File: src/rtl/bsg_fifo_1r1w_small.sv
// Small register-based FIFO with valid/ready enqueue and valid/yumi dequeue.
// Depth must be a power of two; pointers carry one wrap bit to tell full from empty.
module bsg_fifo_1r1w_small #(
  parameter int unsigned els_p   = 8,
  parameter int unsigned width_p = 8,
  localparam int unsigned ptr_w_lp = $clog2(els_p)
) (
  input  logic               clk_i,
  input  logic               reset_i,
  input  logic               v_i,
  output logic               ready_o,
  input  logic [width_p-1:0] data_i,
  output logic               v_o,
  output logic [width_p-1:0] data_o,
  input  logic               yumi_i
);

  logic [width_p-1:0]  mem_r [els_p];
  logic [ptr_w_lp:0]   wptr_r, rptr_r;
  logic                empty, full, enq, deq;

  assign empty = (wptr_r == rptr_r);
  assign full  = (wptr_r[ptr_w_lp] != rptr_r[ptr_w_lp])
               & (wptr_r[ptr_w_lp-1:0] == rptr_r[ptr_w_lp-1:0]);

  assign ready_o = ~full;
  assign v_o     = ~empty;
  assign data_o  = mem_r[rptr_r[ptr_w_lp-1:0]];

  assign enq = v_i & ~full;
  assign deq = yumi_i & ~empty;

  always_ff @(posedge clk_i or posedge reset_i) begin
    if (reset_i) begin
      wptr_r <= '0;
      rptr_r <= '0;
    end else begin
      if (enq) wptr_r <= wptr_r + 1'b1;
      if (deq) rptr_r <= rptr_r + 1'b1;
    end
  end

  always_ff @(posedge clk_i) begin
    if (enq) mem_r[wptr_r[ptr_w_lp-1:0]] <= data_i;
  end

endmodule

File: config.mk
export PLATFORM = sky130hd
export DESIGN_NAME = bsg_fifo_1r1w_small
export DESIGN_NICKNAME = d
export VERILOG_FILES = /design/src/rtl/bsg_fifo_1r1w_small.sv
export SDC_FILE = /design/constraint.sdc
export NUM_CORES = 1
export LEC_CHECK = 0
export ABC_AREA = 1
export BUFFER_PORTS_ARGS = -buffer_cell sky130_fd_sc_hd__buf_2
export CAP_MARGIN = 20
export CORE_UTILIZATION = 45
export DETAILED_ROUTE_END_ITERATION = 16
export PLACE_DENSITY_LB_ADDON = 0.25
export SLEW_MARGIN = 25
export SYNTH_ARGS = -nofsm -noshare
export SYNTH_HDL_FRONTEND = slang
export SYNTH_SLANG_ARGS = --single-unit
File: constraint.sdc
create_clock -name clk_i -period 1.8 [get_ports clk_i]
set_input_delay 0.18 -clock clk_i [delete_from_list [all_inputs] [get_ports clk_i]]
set_output_delay 0.18 -clock clk_i [all_outputs]
set_load 0.005 [all_outputs]
After elaboration in Yosys (flattened, before gate mapping)
Memory sizes are Yosys's and may differ from the RTL's.
Cells that the tools add are included.
{"block": "word_totals", "mem_bits_rw": 64, "out_inout_bits": 10, "memories": 1, "wordCells": 15, "regBits": 8}
{"block": "classes", "n_bitwise": 5, "mux": 2, "add_sub_neg": 2, "eq_ne": 3}
{"name": "mem_r", "depth": 8, "width": 8, "rd": 1, "rd_ports_with_merged_regs": 0, "write_ports": 1, "line_no": "18", "source": "logic [width_p-1:0] mem_r [els_p];"}
{"operator": "4-bit by 1-bit adder with 4-bit output (second input constant)", "count": 2}
{"operator": "4-bit equality test", "count": 1}
{"operator": "1-bit bitwise AND", "count": 3}
{"operator": "3-bit equality test", "count": 1}
{"operator": "1-bit 2-to-1 mux", "count": 2}
{"operator": "1-bit inverter", "count": 2}
{"operator": "1-bit != test", "count": 1}

Depth between registers and ports, before layout
{"block": "depth", "depth_word": 6, "depth_mapped": 10}

Worst setup path before layout
Ideal clock, no wire load.
{"block": "synth_timing", "path_type": "register -> register", "from": "register rptr_r[0]", "to": "memory mem_r[4][0] (enable)", "setup_ps": 371, "path_stages_with_launch": 7, "arrival_time_ps": 1319, "synth_period_minus_slack_ps": 1689, "slack_ps": 111, "path_cell_list": "dfrtp_1 -> buf_4 -> nand2_1 -> nand2_2 -> nand4_4 -> nand3_2 -> nor2_1"}
{"block": "synth_via", "elab_chain_cells": 6}
{"item": "start, declared", "line_no": "19", "source": "logic [ptr_w_lp:0] wptr_r, rptr_r;"}
{"item": "start signal, assigned", "line_no": "39", "source": "if (deq) rptr_r <= rptr_r + 1'b1;"}
{"item": "3-bit equality test", "line_no": "24", "source": "& (wptr_r[ptr_w_lp-1:0] == rptr_r[ptr_w_lp-1:0]);"}
{"item": "1-bit bitwise AND", "line_no": "24"}
{"item": "1-bit inverter"}
{"item": "net ready_o", "line_no": "11", "source": "output logic ready_o,"}
{"item": "1-bit bitwise AND", "line_no": "30", "source": "assign enq = v_i & ~full;"}
{"item": "1-bit 2-to-1 mux", "line_no": "44", "source": "if (enq) mem_r[wptr_r[ptr_w_lp-1:0]] <= data_i;"}
{"item": "1-bit 2-to-1 mux (implied by the code)", "line_no": "44"}
{"item": "end, declared", "line_no": "18"}
The timed path passes the listed nets, and every way through them passes these cells.

Worst setup path after layout
{"block": "layout_timing", "from": "register rptr_r[1]", "to": "output data_o[2]"}
{"block": "layout_via", "elab_chain_cells": 1}
{"item": "memory 8 x 8 bit"}
{"item": "end, declared", "line_no": "14", "source": "output logic [width_p-1:0] data_o,"}
No other way between the ends.

==> flow_summary_export.csv <==
group,metric,value,unit
placement,place_area,3330,µm²
clock_tree,numClockSinks,72,
grt,grt_pass1_vias,1989,
synth,synth-seq-cells,72,
pwr,peakVddDrop,0.762,mV
sta,final.setup_skew,0.0123,ns
layout,drive_above_1_share,26.5,%
detailed_routing,via_per_inst,5.14,
layout,fin_area,3650,µm²
clock_tree,clk_latency,0.35,ns
synth,postSynthCellCount,266,
layout,final_nets,330,
setup_path,rr_worst_depth,8,
detailed_routing,routedWlPerCell,16.5,µm
run_status,violations,"design-rule violations",
synth,synthArstFlopShare,11.1,%
grt,grt_start_max_net_pins,30,
synth,syn_area_per_cell,11.5,µm²
clock_tree,cts_buffers,9,
setup_path,required,1.62,ns
clock_tree,cts_root_buf,"clkbuf_8",
sta,slew_headroom,75.8,%
setup_path,cpMostUsedCell,"nand2_1",
setup_path,r2r-start,"rptr_r[0]$_DFFE_PP0P_",
run_status,outcome,"complete, but fails checks",
sta,fmax,0.561,GHz
grt,overflow,0,
setup_path,crit_path_top_delay_cell,"dfrtp_1",
clock_tree,htree_levels,3,
detailed_routing,drtIter0Drc,163,
synth,synthMuxAreaShare,0,%
grt,grt_first_pass_wirelength,10700,µm
sta,worstMarginPinSlew,0.362,ns
synth,syn_area,3060,µm²
clock_tree,ctsLongestPathBuffers,2,
detailed_routing,ant_nets,0,
setup_path,worst-path-stages,8,
setup_path,crit_chain,"inv_1, buf_6, buf_4, o21ai_0, o22ai_1, nand2_1, nand2_1, buf_2",
synth,synth_top_area_share,62.8,%
setup_path,r2r-end,"mem_r[2][1]$_DFFE_PP_",
synth,synth_common_cells,"edfxtp_1, nand2_1, nor2_1, o21ai_0, o22ai_1",
synth,synth.most_common_cell,"edfxtp_1",
setup_path,crit_path_start_kind,"flip-flop",
setup_path,critical_path_arrival,1.60,ns
floorplanning,fp.dieArea,7130,µm²
sta,finalSetupViolations,0,
grt,gr-usage-all-layers,20.5,%
pwr,p_leak,1.43,nW
sta,fin_crit_sh,99.1,%
layout,utilization,56.6,%
sta,hold_viol,0,
clock_tree,cts_tree,"done",
floorplanning,die_x,84.4,µm
setup_path,crit_buf_inv,4,
detailed_routing,drt_wl_total,6580,µm
synth,synthSimpleGateAreaFrac,16.3,%
synth,synth-compound-area-share,8.80,%
layout,fillers,543,
floorplanning,die_h,84.4,µm
synth,synthXorXnorAreaFrac,0.859,%
setup_path,startpoint,"rptr_r[1]$_DFFE_PP0P_",
setup_path,worstSetupPathType,"reg -> out",
synth,synth_area_leader_cell,"edfxtp_1",
synth,synthTopCellsByArea,"edfxtp_1, nand2_1, dfrtp_1",
placement,gp_congestion,0.859,
setup_path,cp_top_family,"buffers and inverters",
sta,drv_slew,0,
setup_path,crit_end,"data_o[2]",
layout,syn_to_final_growth,19.5,%
floorplanning,fp.coreArea,6460,µm²
floorplanning,io_pins,22,
synth,synth_adder_area_share,0.818,%
setup_path,crit_path_end_kind,"output pin",
synth,ys.flop_type,"edfxtp_1",
pwr,p_per_area,1630,nW/µm²
setup_path,regToRegSetupSlack,0.13,ns
synth,synth_edf_count,64,
synth,seq_area_frac_synth,69.4,%
synth,ys_warn_count,0,
run,drv_cap,0,
detailed_routing,num_vias,2046,
detailed_routing,first_pass_iters,10,
layout,diodes,0,
grt,antenna_found_initial,0,
hold_path,holdCritPathClass,"in -> reg",
synth,syn_nets,280,
detailed_routing,post-route-drc-count,2,
sta,rsz0062_at_grt,"true",
setup_path,crit_path_max_fanout,10,
setup_path,max_stage_delay,0.41,ns
synth,synth_top_family_by_area,"simple AND/OR/NAND/NOR gates",
placement,dp.cells,371,
sta,final.min_clock_period,1.78,ns
floorplanning,num_rows,29,
placement,hpwl,4250,µm
clock_tree,clkSlewWorstSetupHoldPaths,0.07,ns
layout,fin_cells,398,
placement,numPortBuffers,21,
floorplanning,start_util,47.3,%
synth,synthDistinctLibCells,24,
## where the power goes
| group | leakage [nW] | switching (mW) | internal (mW) |
|---|---|---|---|
| Sequential | 0.679 | 0.155 | 2.12 |
| Clock | 0.0824 | 0.611 | 0.504 |
| Combinational | 0.673 | 1.49 | 1.09 |
## placed cells by master, fill, tap and decap left out, types with 2 or more instances in the layout
master	count
dfrtp_1	7
nand2_2	7
clkinv_2	2
buf_12	3
clkbuf_8	9
nand2_1	54
xor2_1	3
buf_2	21
buf_4	23
buf_6	3
o21ai_1	5
o22ai_1	15
inv_2	3
nor2_1	41
ha_1	2
nand3_1	10
edfxtp_1	64
clkinvlp_4	2
o21ai_0	26
inv_1	7
clkinv_4	3
## kinds of logic (layout without fill, tap and decap cells)
| family | after synthesis | count (layout) |
|---|---|---|
| compound gates | 49 | 49 |
| flops | 72 | 72 |
| simple gates | 116 | 116 |
| fa+ha+maj | 2 | 2 |
| xor+xnor | 3 | 3 |
| buf+inv | 24 | 79 |
## cell type report
| class | count | area (µm²) | share of cell area [%] |
|---|---|---|---|
| Sequential cell | 72 | 2120 | 58.1 |
| Tap cell | 77 | 96.3 | 2.64 |
| Timing Repair Buffer | 51 | 382 | 10.4 |
| Inverter | 12 | 48.8 | 1.34 |
| Clock buffer | 10 | 128 | 3.49 |
| Multi-Input combinational cell | 170 | 830 | 22.7 |
| Clock inverter | 6 | 46.3 | 1.27 |
## flip-flops by register name, indices dropped and copies added, names as in the netlist
name and cells:
mem_r 64, rptr_r 4, wptr_r 4
## routing by layer
metal  up-vias  wire length (µm)  GRT usage (%)
met2        37              3040           30.1
met1       970              3160           30.1
met4         0                82           9.09
met3         8               300           3.74
li1       1031                 -              -
met5         -                 0              0
## metrics by stage
| stage | power, mW | hold slack, ns | setup TNS, ns | setup slack (ns) |
|---|---|---|---|---|
| 5_1_grt | 6.40 | 0.132 | -0.311 | -0.0721 |
| 2_1_floorplan | 3.77 | -0.00434 | 0 | 0.111 |
| 3_3_place_gp | 4.54 | 0.161 | 0 | 0.219 |
| 6_report | 5.97 | 0.115 | 0 | 0.0169 |
| 4_1_cts | 5.70 | 0.111 | 0 | 0.00188 |
| 3_5_place_dp | 4.56 | 0.155 | 0 | 0.212 |
## repair_timing
action | CTS | global route
pin swaps | 0 | 6
cloned | 0 | 0
endpoints found under the setup margin | 7 | 8
setup buffers | 0 | 10
hold buffers | 1 | 0
endpoints found under the hold margin | 8 | 0
resized for setup | 4 | 17
## worst min-delay path by stage
stage          startpoint               endpoint  cells past startpoint
6_report        data_i[0]  mem_r[2][0]$_DFFE_PP_                      1
5_1_grt         data_i[6]  mem_r[0][6]$_DFFE_PP_                      1
4_1_cts         data_i[0]  mem_r[2][0]$_DFFE_PP_                      1
3_5_place_dp      reset_i  rptr_r[3]$_DFFE_PP0P_                      2
3_3_place_gp      reset_i  rptr_r[3]$_DFFE_PP0P_                      2
2_1_floorplan     reset_i  rptr_r[0]$_DFFE_PP0P_                      1
Note: power is estimated with default switching activity, not from simulation.
